## src/rtl/nn_stream_pkg.sv

```systemverilog
// Shared types and helpers for the layer-side vector streaming blocks.
// Used by both the transmit (vector -> elements) and receive (elements -> vector) ends.
package nn_stream_pkg;

    localparam int ELEM_W = 16;

    typedef logic signed [ELEM_W-1:0] elem_t;

    // Element 0 sits in the least-significant T bits of a packed vector and goes out first.
    localparam bit ELEM_LSB_FIRST = 1'b1;

    function automatic int idx_width(input int n);
        return (n <= 1) ? 1 : $clog2(n);
    endfunction

endpackage

```

## src/rtl/vec_stream_tx_if.sv

```systemverilog
// Host vector input (s_*) and element stream output (m_*) of the transmit block.
// The master modport is the block itself; slave is the host + downstream layer side.
interface vec_stream_tx_if #(
    parameter int T = 16,
    parameter int M = 8
);
    logic           s_valid;
    logic           s_ready;
    logic [M*T-1:0] data_in;
    logic           m_valid;
    logic           m_ready;
    logic [T-1:0]   data_out;
    logic           m_last;

    modport master (
        input  s_valid, data_in, m_ready,
        output s_ready, m_valid, data_out, m_last
    );

    modport slave (
        output s_valid, data_in, m_ready,
        input  s_ready, m_valid, data_out, m_last
    );
endinterface

```

## src/rtl/vec_stream_tx.sv

```systemverilog
// Splits whole M-element vectors into a T-bit element stream; element 0 valid the cycle after accept.
// Active + pending slots give gap-free streaming; s_ready falls only when both slots hold a vector.
module vec_stream_tx
    import nn_stream_pkg::*;
#(
    parameter int T = 16,
    parameter int M = 8
) (
    input  logic             clk,
    input  logic             reset,
    vec_stream_tx_if.master  bus
);

    localparam int             IW   = idx_width(M);
    localparam logic [IW-1:0]  LAST = IW'(M - 1);

    logic [M*T-1:0] act_vec;
    logic [M*T-1:0] pend_vec;
    logic           act_full;
    logic           pend_full;
    logic [IW-1:0]  idx;
    logic [T-1:0]   elem_sel;

    logic s_ready_int;
    logic s_hs;
    logic m_hs;
    logic vec_done;

    // s_ready depends on registered state (and reset) only, never on m_ready.
    assign s_ready_int = reset && !pend_full;
    assign s_hs        = bus.s_valid && s_ready_int;
    assign m_hs        = act_full && bus.m_ready;
    assign vec_done    = m_hs && (idx == LAST);

    always_ff @(posedge clk) begin
        if (!reset) begin
            act_vec   <= '0;
            pend_vec  <= '0;
            act_full  <= 1'b0;
            pend_full <= 1'b0;
            idx       <= '0;
        end else begin
            if (m_hs) begin
                idx <= (idx == LAST) ? '0 : idx + 1'b1;
            end

            if (vec_done) begin
                // Pending vector has priority; a same-cycle accept only happens with pend empty.
                if (pend_full) begin
                    act_vec   <= pend_vec;
                    pend_full <= 1'b0;
                end else if (s_hs) begin
                    act_vec <= bus.data_in;
                end else begin
                    act_full <= 1'b0;
                end
            end else if (s_hs) begin
                if (!act_full) begin
                    act_vec  <= bus.data_in;
                    act_full <= 1'b1;
                end else begin
                    pend_vec  <= bus.data_in;
                    pend_full <= 1'b1;
                end
            end
        end
    end

    always_comb begin
        int sel;
        sel      = ELEM_LSB_FIRST ? int'(idx) : (M - 1 - int'(idx));
        elem_sel = act_vec[sel*T +: T];
    end

    assign bus.s_ready  = s_ready_int;
    assign bus.m_valid  = act_full;
    assign bus.data_out = elem_sel;
    assign bus.m_last   = act_full && (idx == LAST);

endmodule
```

## src/flat_wrapper.sv

```systemverilog
// flat-port wrapper written by rule: the top's interface ports become plain ports
module vec_stream_tx_flat import nn_stream_pkg::*;
#(
    parameter int T = 16,
    parameter int M = 8
)
  (clk, reset, bus_s_valid, bus_data_in, bus_m_ready, bus_s_ready, bus_m_valid, bus_data_out, bus_m_last);
  vec_stream_tx_if #(.T(T), .M(M)) bus_i ();
  input  logic clk;
  input  logic reset;
  input wire logic [$bits(bus_i.s_valid)-1:0] bus_s_valid;
  input wire logic [$bits(bus_i.data_in)-1:0] bus_data_in;
  input wire logic [$bits(bus_i.m_ready)-1:0] bus_m_ready;
  output wire logic [$bits(bus_i.s_ready)-1:0] bus_s_ready;
  output wire logic [$bits(bus_i.m_valid)-1:0] bus_m_valid;
  output wire logic [$bits(bus_i.data_out)-1:0] bus_data_out;
  output wire logic [$bits(bus_i.m_last)-1:0] bus_m_last;
  assign bus_i.s_valid = bus_s_valid;
  assign bus_i.data_in = bus_data_in;
  assign bus_i.m_ready = bus_m_ready;
  assign bus_s_ready = bus_i.s_ready;
  assign bus_m_valid = bus_i.m_valid;
  assign bus_data_out = bus_i.data_out;
  assign bus_m_last = bus_i.m_last;
  vec_stream_tx #(.T(T), .M(M)) u_core (.clk(clk), .reset(reset), .bus(bus_i));
endmodule
```

## config.mk

```make
export PLATFORM = sky130hd
export DESIGN_NAME = vec_stream_tx_flat
export DESIGN_NICKNAME = d
export VERILOG_FILES = /design/src/rtl/nn_stream_pkg.sv /design/src/rtl/vec_stream_tx_if.sv /design/src/rtl/vec_stream_tx.sv /design/src/flat_wrapper.sv
export SDC_FILE = /design/constraint.sdc
export NUM_CORES = 1
export LEC_CHECK = 0
export ABC_CLOCK_PERIOD_IN_PS = 2900
export BUFFER_PORTS_ARGS = -buffer_cell sky130_fd_sc_hd__buf_2
export CAP_MARGIN = 10
export CORE_ASPECT_RATIO = 1.75
export CORE_UTILIZATION = 52
export CTS_BUF_LIST = sky130_fd_sc_hd__clkbuf_16
export DETAILED_ROUTE_END_ITERATION = 8
export PLACE_DENSITY = 0.75
export SLEW_MARGIN = 20
export SYNTH_ARGS = -nofsm -noshare
export SYNTH_HDL_FRONTEND = slang
export SYNTH_SLANG_ARGS = --single-unit
```

## constraint.sdc

```tcl
create_clock -name clk -period 2.9 [get_ports clk]
set_input_delay 0.145 -clock clk [delete_from_list [all_inputs] [get_ports clk]]
set_output_delay 0.145 -clock clk [all_outputs]
set_load 0.01 [all_outputs]
```

==> results of run 1 <==
## layer usage
| metal | wire length (um) | GRT usage [%] | vias up |
|---|---|---|---|
| li1 | - | - | 5617 |
| met5 | 0 | 0 | - |
| met2 | 21800 | 55.5 | 642 |
| met3 | 2600 | 4.04 | 205 |
| met1 | 15800 | 38.8 | 6086 |
| met4 | 4420 | 30.2 | 0 |
## worst reg2reg max path, cell delays in order (launching register included)
cell and delay, ps:
sky130_fd_sc_hd__dfxtp_1 340, sky130_fd_sc_hd__ha_1 150, sky130_fd_sc_hd__ha_1 280, sky130_fd_sc_hd__and2_4 510, sky130_fd_sc_hd__buf_12 310, sky130_fd_sc_hd__o21ai_0 140
sky130_fd_sc_hd__a21boi_1 190, sky130_fd_sc_hd__dlygate4sd3_1 570
## logic make-up (layout without fill, tap and decap cells)
kind of cell	count (synthesis)	count (layout)
and+or+nand+nor	402	402
AOI/OAI and AO/OA	391	391
DFF	261	261
muxes	177	177
buffers and inverters	169	355
adders and majority gates	2	2
## Yosys cell counts, types with 11 or more instances
| library cell | count |
|---|---|
| sky130_fd_sc_hd__a2111oi_2 | 120 |
| sky130_fd_sc_hd__a21oi_1 | 126 |
| sky130_fd_sc_hd__buf_1 | 11 |
| sky130_fd_sc_hd__buf_2 | 37 |
| sky130_fd_sc_hd__buf_4 | 14 |
| sky130_fd_sc_hd__clkbuf_1 | 102 |
| sky130_fd_sc_hd__dfxtp_1 | 261 |
| sky130_fd_sc_hd__mux2_2 | 16 |
| sky130_fd_sc_hd__mux2i_1 | 129 |
| sky130_fd_sc_hd__mux4_2 | 32 |
| sky130_fd_sc_hd__nand3_1 | 130 |
| sky130_fd_sc_hd__nor2_1 | 131 |
| sky130_fd_sc_hd__nor3_1 | 128 |
| sky130_fd_sc_hd__o21ai_0 | 49 |
| sky130_fd_sc_hd__o21ai_1 | 80 |
## sequential cells by signal (all words and copies together), names as in the netlist
name,count
u_core.act_vec,128
u_core.pend_full,1
u_core.pend_vec,128
u_core.idx,3
u_core.bus.m_valid,1
## power groups by stage
stage | registers (mW) | clock network [mW] | logic [mW]
detailed placement | 4.10 | 0 | 1.39
finish | 4.04 | 3.16 | 1.56
global placement | 4.09 | 0 | 1.36
CTS | 4.02 | 3.17 | 1.54
global route | 4.04 | 3.31 | 1.67
floorplan | 3.98 | 0 | 1.02
## cell type report
class / count / area (sq um)
Multi-Input combinational cell: 972 / 7330
Fill cell: 1964 / 8930
Sequential cell: 261 / 5230
Tap cell: 316 / 395
Timing Repair Buffer: 312 / 2500
Clock inverter: 17 / 130
Clock buffer: 25 / 626
Inverter: 1 / 11.3
## cell usage in the layout (no fill, tap or decap), types with 12 or more instances in the layout
| master | n |
|---|---|
| sky130_fd_sc_hd__a2111oi_2 | 120 |
| sky130_fd_sc_hd__a21oi_1 | 126 |
| sky130_fd_sc_hd__buf_12 | 16 |
| sky130_fd_sc_hd__buf_2 | 150 |
| sky130_fd_sc_hd__buf_4 | 12 |
| sky130_fd_sc_hd__clkbuf_16 | 25 |
| sky130_fd_sc_hd__dfxtp_1 | 260 |
| sky130_fd_sc_hd__dlygate4sd3_1 | 134 |
| sky130_fd_sc_hd__mux2_2 | 16 |
| sky130_fd_sc_hd__mux2i_1 | 129 |
| sky130_fd_sc_hd__mux4_2 | 32 |
| sky130_fd_sc_hd__nand3_1 | 130 |
| sky130_fd_sc_hd__nor2_1 | 131 |
| sky130_fd_sc_hd__nor3_1 | 128 |
| sky130_fd_sc_hd__o21ai_0 | 49 |
| sky130_fd_sc_hd__o21ai_1 | 80 |
## stage by stage
stage          instances  hold WS [ps]  setup slack, ps  total power, mW
2_1_floorplan       1402           292             1040             5.00
3_3_place_gp        1728           411              698             5.45
3_5_place_dp        1728           416              657             5.50
4_1_cts             1904          1.27              224             8.74
5_1_grt             1904          18.7              142             9.03
6_report            1904          6.41              248             8.76
## worst max path at each step
stage / start / end / slack, ps / cells after the start
finish: u_core.idx[0] / bus_data_out[15] / 250 / 4
global placement: u_core.idx[0] / u_core.act_vec[61] / 700 / 6
CTS: u_core.idx[0] / bus_data_out[15] / 220 / 4
global route: u_core.idx[0] / bus_data_out[15] / 140 / 4
detailed placement: u_core.idx[0] / u_core.act_vec[5] / 660 / 6
floorplan: u_core.idx[0] / u_core.act_vec[100] / 1040 / 8
==> summary.txt, run 1 <==
Power and ir drop
  – Combinational share of power: 17.8%
  – Clk network pwr share: 36.1%
  – Sequential share of power: 46.1%
  – Pwr Density: 540 nW/um^2
  – Internal Pwr Total: 6.21 mW
  – Switching share of total power: 29.0%
  – Worst VDD drop: 475 uV
  – Net switching power figure: 2.54 mW
  – Static leakage: 6.54 nW

Synthesis
  – Share of the synthesized area in the top cell type: 39.4%
  – Synthesized-area fraction occupied by and/or/nand/nor cells: 14.0%
  – Average cell area after synthesis: 9.47 sq um
  – Top flip-flop cell by instance count after synthesis: sky130_fd_sc_hd__dfxtp_1
  – Complex-gate fraction of the synthesized area: 24.2%
  – Proportion of synthesized chip area in sequential cells: 39.4%
  – Post-Synthesis Net Count: 1,536
  – Synthesized instance count: 1,402
  – Number of distinct library cell variants in the gate-level netlist after synthesis: 33
  – Number of warnings reported in the yosys synthesis log: 0
  – Cell accounting for the most synthesized area: sky130_fd_sc_hd__dfxtp_1
  – Dominant cells by area after synthesis: sky130_fd_sc_hd__dfxtp_1, sky130_fd_sc_hd__a2111oi_2, sky130_fd_sc_hd__mux2i_1
  – Main combinational cell family by area after synthesis: compound AO/OA/AOI/OAI gates
  – Xor/xnor cell area share of the yosys netlist: 0%
  – Post-Synthesis Cell Area: 13,300 sq um
  – Post-synth EDFFs: 0
  – Post-synthesis adder-cell area fraction: 0.189%
  – Multiplexer area fraction after synthesis: 16.5%
  – Number of register bits inferred by synthesis: 261
  – Post-synthesis async set-or-reset flop share: 0%

Setup path
  – Crit-path max cell delay: 640 ps
  – Crit path max-delay cell type: sky130_fd_sc_hd__mux4_2
  – Critical register-to-register path endpoint: u_core.pend_vec[98]
  – Worst setup path category: flop to output port
  – Largest fanout of any net on the critical path: 34
  – R2R cell count: 7
  – Cell breakdown of the critical path: buf_4 > mux4_2 > mux2_2 > buf_2
  – Launching point of the worst reg2reg path: u_core.idx[1]
  – Worst EP required: 2760 ps
  – Top cell family by delay on the critical path: multiplexers
  – Worst reg2reg setup slack: 350 ps
  – Crit. End Element: output port
  – Arrival time reported for the critical path endpoint: 2510 ps
  – Kind of start point of the critical path: flop
  – Sum of buffers and inverters on the critical path: 2

STA
  – Final count of hold timing violations: 0
  – Number of endpoints failing setup at the final stage: 0
  – Slew at the pin closest to its max-slew limit: 682 ps
  – Final critical-path required period: 2650 ps
  – Setup repair after global routing missed its margin: no
  – Max-slew violations: 0
  – Final setup skew: 18.8 ps
  – Final total negative setup slack: 0 ps
  – Slew margin rel.: 54.5%
  – Highest clock frequency the design can meet: 377 MHz
  – Tcrit/Tclk final: 91.4%

Placement
  – Buffers on Ports: 150
  – Placed instance area: 14,100 sq um
  – DPL Wire Length: 27,200 um
  – Placer's final routability congestion estimate: 0.881

Route
  – Pre-antenna DRT Iters: 6
  – Total vias in the final route: 12,600
  – # DRC: 0
  – Routed wire length: 44,600 um
  – Count of routing violations after the opening detailed-route iteration: 1,257
  – Post-DR vias/cell: 6.59
  – WL/cell: 23.4 um
  – Antenna Nets Post-Route: 0

Floorplanning
  – Number of top-level pins: 151
  – Total Die Area: 26,200 sq um
  – Die span in y: 213 um
  – Width of the die: 123 um
  – Starting Density: 52.8%
  – Core Rows: 77
  – Core area: 25,100 sq um

Clock network
  – TritonCTS clock tree: done
  – Clock tree buffer depth: 3
  – Total setup buffers inserted after CTS: 0
  – CTS buffer count: 24
  – Count of H-tree levels built during CTS: 1
  – CTS root buffer: sky130_fd_sc_hd__clkbuf_16
  – # clock sinks: 261
  – Quantity of gates resized following cts: 0
  – Hold buffer count at CTS: 134
  – Clock edge transition at the registers on the reported setup and hold paths: 70 ps
  – Clock Latency Late Sink: 550 ps

Min path
  – Source of the worst hold timing path: reset
  – Class of the worst hold path: primary input to flop
  – Hold endpoint: u_core.idx[2]
  – Worst hold path cell count: 2

Flow run
  – Max capacitance violation total: 0

Global route
  – Number of global-route vias before repair: 12,000
  – Initial antenna violation count: 1
  – Maximum number of pins on one net before global-route repair: 130
  – Congestion Overflow GR: 0
  – GR Util All Layers: 34.0%
  – Wire length of the first global-routing pass: 68,100 um

Run status
  – Status: completed

Final layout
  – Finished layout cell area: 16,200 sq um
  – Area growth from synthesis to layout: 22.2%
  – Net count of the finished layout: 1,706
  – Layout cell share with drive strength beyond 1: 24.4%
  – # diodes: 0
  – Core occupancy in the finished layout: 64.5%
No activity file was read; power rests on OpenSTA's default activity.
==> inputs of run 2 (changes only) <==
--- a/config.mk
+++ b/config.mk
@@ -5,6 +5,7 @@
 export SDC_FILE = /design/constraint.sdc
 export NUM_CORES = 1
 export LEC_CHECK = 0
+export ABC_AREA = 1
 export ABC_CLOCK_PERIOD_IN_PS = 2900
 export BUFFER_PORTS_ARGS = -buffer_cell sky130_fd_sc_hd__buf_2
 export CAP_MARGIN = 10
==> run 2 against run 1 <==
  * Die area increased by 5.4%
  * Clock skew shrank 2.1 ps
  * Critical path depth grew 5
  * Via count grew 18%
  * First-iteration DRC count shrank 0.64%
==> summary.txt, run 2 <==
STA
  – Final setup skew: 16.6 ps (-2.14 ps)
  – Final count of hold timing violations: 0 (unchanged)
  – Tcrit/Tclk final: 91.9% (+0.44 points)
  – Final total negative setup slack: 0 ps (unchanged)
  – Highest clock frequency the design can meet: 375 MHz (-0.47%)
  – Number of endpoints failing setup at the final stage: 0 (unchanged)
  – Slew margin rel.: 19.2% (-35 points)
  – Max-slew violations: 0 (unchanged)
  – Slew at the pin closest to its max-slew limit: 1210 ps (+530 ps)
  – Final critical-path required period: 2660 ps (+12.7 ps)
  – Setup repair after global routing missed its margin: no
  – Least setup slack across all paths after layout: 236 ps (-12.7 ps)

Synthesis
  – Post-synthesis async set-or-reset flop share: 0% (unchanged)
  – Complex-gate fraction of the synthesized area: 9.48% (-15 points)
  – Synthesized-area fraction occupied by and/or/nand/nor cells: 43.9% (+30 points)
  – Cell accounting for the most synthesized area: sky130_fd_sc_hd__dfxtp_1
  – Xor/xnor cell area share of the yosys netlist: 0% (unchanged)
  – Post-Synthesis Cell Area: 14,000 sq um (+5.4%)
  – Number of distinct library cell variants in the gate-level netlist after synthesis: 20 (-39%)
  – Average cell area after synthesis: 5.68 sq um (-40%)
  – Dominant cells by area after synthesis: sky130_fd_sc_hd__dfxtp_1, sky130_fd_sc_hd__nand2_1, sky130_fd_sc_hd__nor2_1
  – Most common cell in the netlist: sky130_fd_sc_hd__nand2_1
  – Main combinational cell family by area after synthesis: simple AND/OR/NAND/NOR gates
  – Post-synth EDFFs: 0 (unchanged)
  – Number of register bits inferred by synthesis: 261 (unchanged)
  – Commonest cells in the netlist: sky130_fd_sc_hd__nand2_1, sky130_fd_sc_hd__nor2_1, sky130_fd_sc_hd__dfxtp_1
  – Top flip-flop cell by instance count after synthesis: sky130_fd_sc_hd__dfxtp_1
  – Multiplexer area fraction after synthesis: 0% (-17 points)
  – Proportion of synthesized chip area in sequential cells: 37.3% (-2.0 points)
  – Post-Synthesis Net Count: 2,597 (+69%)
  – Number of warnings reported in the yosys synthesis log: 0 (unchanged)
  – Share of the synthesized area in the top cell type: 37.3% (-2.0 points)
  – Synthesized instance count: 2,463 (+76%)
  – Post-synthesis adder-cell area fraction: 0.179% (-0.0097 points)

Placement
  – Placed Cells: 2,793 (+62%)
  – Buffers on Ports: 150 (unchanged)
  – DPL Wire Length: 25,300 um (-7.2%)
  – Post-Place Setup Slack: 478 ps (-180 ps)
  – Placer's final routability congestion estimate: 0.944 (+7.1%)
  – Placed instance area: 14,700 sq um (+4.2%)

Floorplanning
  – Total Die Area: 27,600 sq um (+5.4%)
  – Width of the die: 126 um (+2.6%)
  – Starting Density: 52.8% (about the same)
  – Number of top-level pins: 151 (unchanged)
  – Core area: 26,500 sq um (+5.3%)
  – Core Rows: 79 (+2.6%)
  – Die span in y: 219 um (+2.7%)

Clock network
  – CTS root buffer: sky130_fd_sc_hd__clkbuf_16
  – CTS buffer count: 27 (+13%)
  – Clock Latency Late Sink: 560 ps (about the same)
  – # clock sinks: 261 (unchanged)
  – Count of H-tree levels built during CTS: 1 (unchanged)
  – TritonCTS clock tree: done
  – Clock tree buffer depth: 3 (unchanged)
  – Total setup buffers inserted after CTS: 0 (unchanged)
  – Clock edge transition at the registers on the reported setup and hold paths: 60 ps (about the same)

Setup path
  – Largest fanout of any net on the critical path: 66 (+94%)
  – Arrival time reported for the critical path endpoint: 2520 ps (about the same)
  – Worst EP required: 2760 ps (about the same)
  – Crit. End Element: output port
  – R2R cell count: 8 (+1)
  – Worst reg2reg setup slack: 340 ps (about the same)
  – Worst setup path category: flop to output port
  – Kind of start point of the critical path: flop
  – Critical register-to-register path endpoint: u_core.pend_vec[7]
  – Launching point of the worst reg2reg path: u_core.idx[2]

Global route
  – Initial antenna violation count: 0 (-1)
  – GR Util All Layers: 29.8% (-4.3 points)
  – Wire length of the first global-routing pass: 66,800 um (-2.0%)
  – Number of global-route vias before repair: 13,400 (+11%)
  – Maximum number of pins on one net before global-route repair: 261 (+100%)
  – Congestion Overflow GR: 0 (unchanged)

Flow run
  – Max capacitance violation total: 0 (unchanged)

Min path
  – Source of the worst hold timing path: bus_s_valid
  – Worst hold path cell count: 4 (+2)
  – Hold endpoint: u_core.bus.m_valid
  – Class of the worst hold path: primary input to flop

Final layout
  – Largest registers: u_core.act_vec: 128 flops, u_core.pend_vec: 128 flops, u_core.idx: 3 flops
  – Commonest cells after routing, fill and taps aside: sky130_fd_sc_hd__nand2_1, sky130_fd_sc_hd__nor2_1, sky130_fd_sc_hd__dfxtp_1
  – Finished layout cell area: 16,900 sq um (+4.0%)
  – Most common cell after layout, fill and taps aside: sky130_fd_sc_hd__nand2_1
  – Net count of the finished layout: 2,763 (+62%)
  – Layout cell share with drive strength beyond 1: 8.27% (-16 points)
  – Area growth from synthesis to layout: 20.5%
  – Filler Cell Count: 2,526 (+29%)
  – Post-route insts no fill: 2,973 (+56%)

Power and ir drop
  – Power consumption: 8.44 mW (-3.6%)
  – Pwr Density: 501 nW/um^2 (-7.3%)
  – Worst VDD drop: 486 uV (+2.2%)
  – Static leakage: 8.88 nW (+36%)

Route
  – WL/cell: 14.0 um (-40%)
  – Routed wire length: 41,500 um (-7.0%)
  – # DRC: 0 (unchanged)
  – Total vias in the final route: 14,800 (+18%)
  – Post-DR vias/cell: 4.99 (-24%)
  – Pre-antenna DRT Iters: 5 (-1)
  – Antenna Nets Post-Route: 0 (unchanged)
  – Count of routing violations after the opening detailed-route iteration: 1,249 (-0.64%)

Run status
  – Status: completed
run 2: cell types whose count changed after synthesis, moves of 32 or more:
cell / delta
sky130_fd_sc_hd__mux2i_1: -129
sky130_fd_sc_hd__a2111oi_2: -120
sky130_fd_sc_hd__o21ai_1: -79
sky130_fd_sc_hd__mux4_2: -32
sky130_fd_sc_hd__nand3_1: -129
sky130_fd_sc_hd__nor2_1: +386
sky130_fd_sc_hd__a21oi_1: -59
sky130_fd_sc_hd__inv_1: +134
sky130_fd_sc_hd__nand2_1: +1108
sky130_fd_sc_hd__nor3_1: -127
sky130_fd_sc_hd__o21ai_0: +145
run 2: per-stage QoR:
stage / hold WS (ps) / utilization (%)
3_3_place_gp: 416 / 55.5
4_1_cts: 49.1 / 63.6
5_1_grt: 97.4 / 63.6
3_5_place_dp: 418 / 55.5
6_report: 72.6 / 63.7
2_1_floorplan: 293 / -
run 2: what timing repair did:
| action | 4_1_cts | 5_1_grt |
|---|---|---|
| hold buffers | 131 | 0 |
| hold endpoints to repair | 222 | 0 |
| setup endpoints to repair | 0 | 16 |
| resized for setup | 0 | 2 |
run 2: cells by family after synthesis:
| logic type | after synthesis |
|---|---|
| fa+ha+maj | 2 |
| flops | 261 |
| compound gates | 264 |
| buf+inv | 303 |
| simple gates | 1633 |
run 2: how the worst max path moves through the flow:
stage	endpoint	depth (start not counted)	startpoint	slack [ps]
floorplan	u_core.act_vec[100]	9	u_core.idx[0]	1240
global placement	u_core.act_vec[106]	7	u_core.idx[2]	490
detailed placement	u_core.act_vec[110]	8	u_core.idx[2]	480
CTS	bus_data_out[11]	9	u_core.idx[0]	60
global route	bus_data_out[13]	9	u_core.idx[0]	40
finish	bus_data_out[7]	9	u_core.idx[0]	240
run 2: final cells by class:
type | instances | area, sq um | share of cell area, %
multi-input combinational | 1899 | 7520 | 44.6
sequential | 261 | 5230 | 31.0
timing repair buffer | 303 | 2350 | 13.9
clock buffer | 27 | 676 | 4.01
inverter | 137 | 520 | 3.09
tap | 324 | 405 | 2.40
clock inverter | 21 | 153 | 0.905
antenna | 1 | 2.50 | 0.0148
run 2: critical path, stage by stage, from the launching register on:
cell	delay, ps
sky130_fd_sc_hd__dfxtp_2	340
sky130_fd_sc_hd__buf_6	360
sky130_fd_sc_hd__inv_1	270
sky130_fd_sc_hd__buf_4	270
sky130_fd_sc_hd__buf_4	180
sky130_fd_sc_hd__o21ai_0	140
sky130_fd_sc_hd__nand2_1	80
sky130_fd_sc_hd__nand2_1	80
sky130_fd_sc_hd__nand2_1	90
sky130_fd_sc_hd__buf_2	150
run 2: routing by layer:
layer,routed length (um),track usage [%]
met5,0,0
met4,2530,18.4
met3,1920,3.51
met2,20200,52.2
met1,16900,34.5
run 2: power by group:
| group | switching [mW] | total [mW] | internal (mW) |
|---|---|---|---|
| clock network | 1.47 | 3.34 | 1.87 |
| registers | 0.0848 | 3.83 | 3.74 |
| logic | 0.770 | 1.28 | 0.508 |
